<file path="src/rtl/regfile_writeback_queue_if.sv">
// Producer-side handshake bundle for regfile_writeback_queue: ALU and memory result channels.
interface regfile_writeback_queue_if #(
  parameter int XLEN = 64
);
  logic            alu_valid;
  logic            alu_ready;
  logic [4:0]      alu_rd;
  logic [XLEN-1:0] alu_data;
  logic            mem_valid;
  logic            mem_ready;
  logic [4:0]      mem_rd;
  logic [XLEN-1:0] mem_data;

  modport master (
    output alu_valid, alu_rd, alu_data, mem_valid, mem_rd, mem_data,
    input  alu_ready, mem_ready
  );

  modport slave (
    input  alu_valid, alu_rd, alu_data, mem_valid, mem_rd, mem_data,
    output alu_ready, mem_ready
  );
endinterface

</file>
<file path="src/rtl/regfile_writeback_queue.sv">
// In-order write-back FIFO between the ALU/memory producers and the register file write port.
// Define WB_FORWARD_EN to build the forwarding lookup; otherwise the rs*_fwd outputs are tied to 0.
module regfile_writeback_queue #(
  parameter int DEPTH = 4,
  parameter int XLEN  = 64
) (
  input  logic                    clk_i,
  input  logic                    rst_i,
  regfile_writeback_queue_if.slave wb_if,
  input  logic                    stall_wb_i,
  output logic                    reg_write_o,
  output logic [4:0]              rd_addr_o,
  output logic [XLEN-1:0]         rd_data_o,
  input  logic [4:0]              rs1_addr_i,
  input  logic [4:0]              rs2_addr_i,
  output logic                    rs1_fwd_hit_o,
  output logic                    rs2_fwd_hit_o,
  output logic [XLEN-1:0]         rs1_fwd_data_o,
  output logic [XLEN-1:0]         rs2_fwd_data_o,
  output logic [$clog2(DEPTH):0]  count_o,
  output logic                    empty_o
);
  localparam int AW = $clog2(DEPTH);
  localparam int CW = AW + 1;
  localparam logic [CW-1:0] DEPTH_C = CW'(DEPTH);
  localparam logic [CW-1:0] ZERO_C  = {CW{1'b0}};

  logic [4:0]      rd_mem_q   [DEPTH];
  logic [XLEN-1:0] data_mem_q [DEPTH];
  logic [AW-1:0]   wr_ptr_q, wr_ptr_d;
  logic [AW-1:0]   rd_ptr_q, rd_ptr_d;
  logic [CW-1:0]   count_q, count_d;
  logic            reg_write_q, reg_write_d;
  logic [4:0]      rd_addr_q, rd_addr_d;
  logic [XLEN-1:0] rd_data_q, rd_data_d;

  logic [CW-1:0]   free_s;
  logic            mem_ready_s, alu_ready_s;
  logic            mem_enq_s, alu_enq_s, deq_s;
  logic [AW-1:0]   alu_slot_s;

  // Ready generation from current occupancy; a same-cycle drain does not free a slot.
  always_comb begin
    free_s = DEPTH_C - count_q;
    if (rst_i) begin
      mem_ready_s = 1'b0;
      alu_ready_s = 1'b0;
    end else begin
      mem_ready_s = (free_s >= CW'(1));
      alu_ready_s = (free_s >= CW'(2)) || ((free_s == CW'(1)) && !wb_if.mem_valid);
    end
  end

  assign wb_if.mem_ready = mem_ready_s;
  assign wb_if.alu_ready = alu_ready_s;

  // Next-state: enqueue (mem older than alu, x0 discarded), drain, output stage.
  always_comb begin
    mem_enq_s  = wb_if.mem_valid && mem_ready_s && (wb_if.mem_rd != 5'd0);
    alu_enq_s  = wb_if.alu_valid && alu_ready_s && (wb_if.alu_rd != 5'd0);
    deq_s      = (count_q != ZERO_C) && !stall_wb_i;
    alu_slot_s = wr_ptr_q + AW'(mem_enq_s);
    wr_ptr_d   = wr_ptr_q + AW'(mem_enq_s) + AW'(alu_enq_s);
    rd_ptr_d   = rd_ptr_q + AW'(deq_s);
    count_d    = count_q + CW'(mem_enq_s) + CW'(alu_enq_s) - CW'(deq_s);
    if (deq_s) begin
      reg_write_d = 1'b1;
      rd_addr_d   = rd_mem_q[rd_ptr_q];
      rd_data_d   = data_mem_q[rd_ptr_q];
    end else begin
      reg_write_d = 1'b0;
      rd_addr_d   = rd_addr_q;
      rd_data_d   = rd_data_q;
    end
  end

  // Control and output-stage registers.
  always_ff @(posedge clk_i) begin
    if (rst_i) begin
      wr_ptr_q    <= {AW{1'b0}};
      rd_ptr_q    <= {AW{1'b0}};
      count_q     <= ZERO_C;
      reg_write_q <= 1'b0;
      rd_addr_q   <= 5'd0;
      rd_data_q   <= {XLEN{1'b0}};
    end else begin
      wr_ptr_q    <= wr_ptr_d;
      rd_ptr_q    <= rd_ptr_d;
      count_q     <= count_d;
      reg_write_q <= reg_write_d;
      rd_addr_q   <= rd_addr_d;
      rd_data_q   <= rd_data_d;
    end
  end

  // Entry storage is never reset; occupancy alone decides which slots are live.
  always_ff @(posedge clk_i) begin
    if (mem_enq_s) begin
      rd_mem_q[wr_ptr_q]   <= wb_if.mem_rd;
      data_mem_q[wr_ptr_q] <= wb_if.mem_data;
    end
    if (alu_enq_s) begin
      rd_mem_q[alu_slot_s]   <= wb_if.alu_rd;
      data_mem_q[alu_slot_s] <= wb_if.alu_data;
    end
  end

  assign reg_write_o = reg_write_q;
  assign rd_addr_o   = rd_addr_q;
  assign rd_data_o   = rd_data_q;
  assign count_o     = count_q;
  assign empty_o     = (count_q == ZERO_C);

`ifdef WB_FORWARD_EN
  // Scan oldest to youngest so the youngest match wins; the output stage ranks below all entries.
  function automatic logic [XLEN:0] fwd_lookup(input logic [4:0] addr);
    logic [XLEN:0] res;
    logic [AW-1:0] idx;
    res = {(XLEN+1){1'b0}};
    if (addr != 5'd0) begin
      res = (reg_write_q && (rd_addr_q == addr)) ? {1'b1, rd_data_q} : res;
      for (int i = 0; i < DEPTH; i++) begin
        idx = rd_ptr_q + AW'(i);
        res = ((CW'(i) < count_q) && (rd_mem_q[idx] == addr)) ? {1'b1, data_mem_q[idx]} : res;
      end
    end else begin
      res = {(XLEN+1){1'b0}};
    end
    return res;
  endfunction

  logic [XLEN:0] rs1_fwd_s, rs2_fwd_s;

  // Forwarding lookup for both decode read ports.
  always_comb begin
    rs1_fwd_s = fwd_lookup(rs1_addr_i);
    rs2_fwd_s = fwd_lookup(rs2_addr_i);
  end

  assign rs1_fwd_hit_o  = rs1_fwd_s[XLEN];
  assign rs1_fwd_data_o = rs1_fwd_s[XLEN-1:0];
  assign rs2_fwd_hit_o  = rs2_fwd_s[XLEN];
  assign rs2_fwd_data_o = rs2_fwd_s[XLEN-1:0];
`else
  logic unused_fwd_s;
  assign unused_fwd_s   = ^{rs1_addr_i, rs2_addr_i};
  assign rs1_fwd_hit_o  = 1'b0;
  assign rs1_fwd_data_o = {XLEN{1'b0}};
  assign rs2_fwd_hit_o  = 1'b0;
  assign rs2_fwd_data_o = {XLEN{1'b0}};
`endif
endmodule

</file>
<file path="src/flat_wrapper.sv">
// flat-port wrapper written by rule: the top's interface ports become plain ports
module regfile_writeback_queue_flat 
#(
  parameter int DEPTH = 4,
  parameter int XLEN  = 64
)
  (clk_i, rst_i, stall_wb_i, reg_write_o, rd_addr_o, rd_data_o, rs1_addr_i, rs2_addr_i, rs1_fwd_hit_o, rs2_fwd_hit_o, rs1_fwd_data_o, rs2_fwd_data_o, count_o, empty_o, wb_if_alu_valid, wb_if_alu_rd, wb_if_alu_data, wb_if_mem_valid, wb_if_mem_rd, wb_if_mem_data, wb_if_alu_ready, wb_if_mem_ready);
  regfile_writeback_queue_if #(.XLEN(XLEN)) wb_if_i ();
  input  logic clk_i;
  input  logic rst_i;
  input  logic stall_wb_i;
  output logic reg_write_o;
  output logic [4:0] rd_addr_o;
  output logic [XLEN-1:0] rd_data_o;
  input  logic [4:0] rs1_addr_i;
  input  logic [4:0] rs2_addr_i;
  output logic rs1_fwd_hit_o;
  output logic rs2_fwd_hit_o;
  output logic [XLEN-1:0] rs1_fwd_data_o;
  output logic [XLEN-1:0] rs2_fwd_data_o;
  output logic [$clog2(DEPTH):0] count_o;
  output logic empty_o;
  input wire logic [$bits(wb_if_i.alu_valid)-1:0] wb_if_alu_valid;
  input wire logic [$bits(wb_if_i.alu_rd)-1:0] wb_if_alu_rd;
  input wire logic [$bits(wb_if_i.alu_data)-1:0] wb_if_alu_data;
  input wire logic [$bits(wb_if_i.mem_valid)-1:0] wb_if_mem_valid;
  input wire logic [$bits(wb_if_i.mem_rd)-1:0] wb_if_mem_rd;
  input wire logic [$bits(wb_if_i.mem_data)-1:0] wb_if_mem_data;
  output wire logic [$bits(wb_if_i.alu_ready)-1:0] wb_if_alu_ready;
  output wire logic [$bits(wb_if_i.mem_ready)-1:0] wb_if_mem_ready;
  assign wb_if_i.alu_valid = wb_if_alu_valid;
  assign wb_if_i.alu_rd = wb_if_alu_rd;
  assign wb_if_i.alu_data = wb_if_alu_data;
  assign wb_if_i.mem_valid = wb_if_mem_valid;
  assign wb_if_i.mem_rd = wb_if_mem_rd;
  assign wb_if_i.mem_data = wb_if_mem_data;
  assign wb_if_alu_ready = wb_if_i.alu_ready;
  assign wb_if_mem_ready = wb_if_i.mem_ready;
  regfile_writeback_queue #(.DEPTH(DEPTH), .XLEN(XLEN)) u_core (.clk_i(clk_i), .rst_i(rst_i), .wb_if(wb_if_i), .stall_wb_i(stall_wb_i), .reg_write_o(reg_write_o), .rd_addr_o(rd_addr_o), .rd_data_o(rd_data_o), .rs1_addr_i(rs1_addr_i), .rs2_addr_i(rs2_addr_i), .rs1_fwd_hit_o(rs1_fwd_hit_o), .rs2_fwd_hit_o(rs2_fwd_hit_o), .rs1_fwd_data_o(rs1_fwd_data_o), .rs2_fwd_data_o(rs2_fwd_data_o), .count_o(count_o), .empty_o(empty_o));
endmodule
</file>
<file path="config.mk">
export PLATFORM = sky130hd
export DESIGN_NAME = regfile_writeback_queue_flat
export DESIGN_NICKNAME = d
export VERILOG_FILES = /design/src/rtl/regfile_writeback_queue_if.sv /design/src/rtl/regfile_writeback_queue.sv /design/src/flat_wrapper.sv
export SDC_FILE = /design/constraint.sdc
export NUM_CORES = 1
export LEC_CHECK = 0
export CORE_UTILIZATION = 40
export DETAILED_ROUTE_END_ITERATION = 6
export GPL_TIMING_DRIVEN = 0
export PLACE_DENSITY = 0.74
export SYNTH_ARGS = -nofsm -noshare
export SYNTH_HDL_FRONTEND = slang
export SYNTH_SLANG_ARGS = --single-unit
export TNS_END_PERCENT = 20
</file>
<file path="constraint.sdc">
create_clock -name clk_i -period 5.3 [get_ports clk_i]
set_input_delay 1.06 -clock clk_i [delete_from_list [all_inputs] [get_ports clk_i]]
set_output_delay 1.06 -clock clk_i [all_outputs]
set_load 0.02 [all_outputs]
</file>
==> reports/metrics.cfg <==
[logic_synthesis]
synth_top_area_cell = edfxtp_1
syn_area_per_cell_um2 = 14.90
synth_top_flop_cell = edfxtp_1
synth-edff-count = 276
seq_area_frac_synth_pct = 56.78
synth-seq-cells = 353
yosys.cell_types.count = 33
synth-warning-count = 0
async_flop_share_pct = 0
synth_cells = 1162
post_synth_instance_area_um2 = 17310
yosysTopAreaCellShare_pct = 47.88
synth_area_leaders = edfxtp_1 (48%), mux2_2 (12%), mux4_2 (9.0%)

[min_path]
hold_path_class = flip-flop to flip-flop

[placed_design]
gp_congestion = 0.7492
dp.cells = 2089
dp_hpwl_mm = 29.11
port_buffers = 217
place_area_um2 = 20830
place_ws_ns = -0.5286

[cts]
cts_tree = done
cts_root_buf = clkbuf_16
cts_buffer_depth = 3
h-tree-depth = 2
cts_sinks = 353
cts_made_buffers = 39
path_clk_slew_ns = 0.06
clk_latency_ns = 0.55

[power]
power_mw = 9.723
ir_worst_vdd_mv = 0.2425
p_leak_nw = 7.848
powerDensity_nw_per_um2 = 440.1

[cells_and_area]
final_cell_mix = edfxtp_1 (276), clkdlybuf4s50_1 (217), mux2_2 (192)
synthToLayoutAreaGrowth_pct = 27.61
instances_no_fill = 2165
multi_input_area_um2 = 6502
finish.instance_area_um2 = 22090
ff_latch_area_um2 = 9829
fin_util_pct = 52.20
layout-drive-gt1-share_pct = 31.65
nets = 1719
layout_commonest_cell = edfxtp_1
fill_cells = 3531

[sta]
fin_crit_sh_pct = 95.10
report.final.hold_viol_count = 0
slew_headroom_pct = 28.66
timing.final.ws_setup_ns = 0.2598
rsz0062_at_grt = false
fmax_ghz = 0.1984
timing.final.crit_period_ns = 5.040
setup_viol = 0
maxSlewViolCount = 0
setup_tns_ns = 0
finClkSkew_ns = 0.01306
hold_ws_ns = 0.4525
worstMarginPinSlew_ns = 1.070

[detailed_routing]
postRouteAntennaNets = 0
drc_errors = 0
drt_wl_total_mm = 43.49
wire_per_inst_um = 20.09
num_vias = 10400
drt_iter0_markers = 591
dr.pass1.iters = 5
viasPerCell = 4.806

[worst_setup_path]
critical_path_class = primary input to flip-flop
crit_path_start_kind = primary input
worstPathArrival_ns = 5.26
cp_max_fo = 47
end_kind = flip-flop
cp.required_ns = 5.52

[die]
fp.coreArea_um2 = 42320
die-area_um2 = 44110
rows = 75
die_h_um = 210.0
io_pins = 359
die_x_um = 210.0
initial_utilization_pct = 40.90

[global_route]
antenna_found_initial = 6
grt_pass1_vias = 10500
overflow = 0
grt_usage_pct = 19.84
grt_pass1_wl_mm = 64.27
grt_max_degree = 48

[outcome]
status = complete, no violations

[run]
drv_cap = 0

[what timing repair did]
item / CTS / global route
hold endpoints to repair: 0 / 0
buffers inserted: 0 / 3
endpoints found under the setup margin: 0 / 40
hold buffers: 0 / 0
gates resized for setup: 0 / 0
[cell type report]
| cell class | instances | share of cell area [%] |
|---|---|---|
| Clock inverter | 10 | 0.3625 |
| Buffer | 198 | 6.565 |
| Tap cell | 577 | 3.268 |
| Clock buffer | 61 | 5.211 |
| Inverter | 12 | 0.2039 |
| Multi-Input combinational cell | 728 | 29.44 |
| Sequential cell | 353 | 44.50 |
| Timing Repair Buffer | 224 | 10.43 |
| Antenna cell | 2 | 0.02266 |
[report_power, final]
part	switching, mW	total, mW	internal [mW]
registers	0.185	3.89	3.71
logic	1.71	3.19	1.49
clock network	1.09	2.63	1.54
total	2.99	9.72	6.74
[synth_stat cells (3+ instances only)]
library cell and n:
edfxtp_1 276, buf_4 130, a21oi_1 69, inv_1 11
ha_1 8, dfxtp_1 77, nor2_1 6, a31o_2 3
xnor2_1 4, buf_1 6, mux2_2 192, buf_2 7
clkbuf_1 27, nand2_1 139, mux4_2 69, nor2b_1 4
buf_6 28, mux2_1 84
[routing by layer]
metal | routed length, um | vias up | track usage, % | part of all wire [%]
met5 | 71 | - | 0 | 0.16
met4 | 842 | 8 | 5.890 | 1.9
met3 | 2628 | 59 | 3.650 | 6.0
met2 | 22620 | 355 | 36.24 | 52
met1 | 17330 | 5099 | 23.67 | 40
li1 | - | 4883 | - | -
[sequential cells by signal (all words and copies together) (netlist names)]
register and flops:
u_core.wr_ptr_q 2, u_core.rd_addr_o 5, u_core.data_mem_q 256, u_core.rd_mem_q 20, u_core.reg_write_o 1, u_core.rd_ptr_q 2
u_core.count_o 3, u_core.rd_data_o 64
[path summary, 6_finish.rpt]
kind	from	end	slack, ns	cells after the start
setup / recovery	wb_if_mem_rd[0]	u_core.data_mem_q[2][15]$_DFFE_PP_	0.26	10
hold / removal	u_core.rd_data_o[37]$_SDFFE_PP0P_	u_core.rd_data_o[37]$_SDFFE_PP0P_	0.45	2
setup reg to reg	u_core.count_o[1]$_SDFF_PP0_	u_core.data_mem_q[2][15]$_DFFE_PP_	0.33	12
hold reg to reg	u_core.rd_data_o[37]$_SDFFE_PP0P_	u_core.rd_data_o[37]$_SDFFE_PP0P_	0.45	2
[logic make-up (layout without fill, tap and decap cells)]
group                    count (synthesis)  after routing  share of synthesized area [%]
adder cells (fa/ha/maj)                 10             10                         0.8096
AND/OR/NAND/NOR                        163            163                          4.236
buffers and inverters                  210            505                          8.637
AO/OA/AOI/OAI                           75             75                          2.284
XOR/XNOR                                 5              5                         0.2964
other                                    1            132                        0.02166
flip-flops                             353            353                          56.78
multiplexers                           345            345                          26.93
[worst max-delay path, cell delays in order]
cell and delay, ns:
clkdlybuf4s50_1 0.49, or4_1 0.57, o2111ai_1 0.39, inv_1 0.18
ha_1 0.25, xor2_2 0.40, nor4b_4 0.83, buf_6 0.29
a31o_4 0.41, buf_16 0.35
Power figures use the tool's default switching activity.
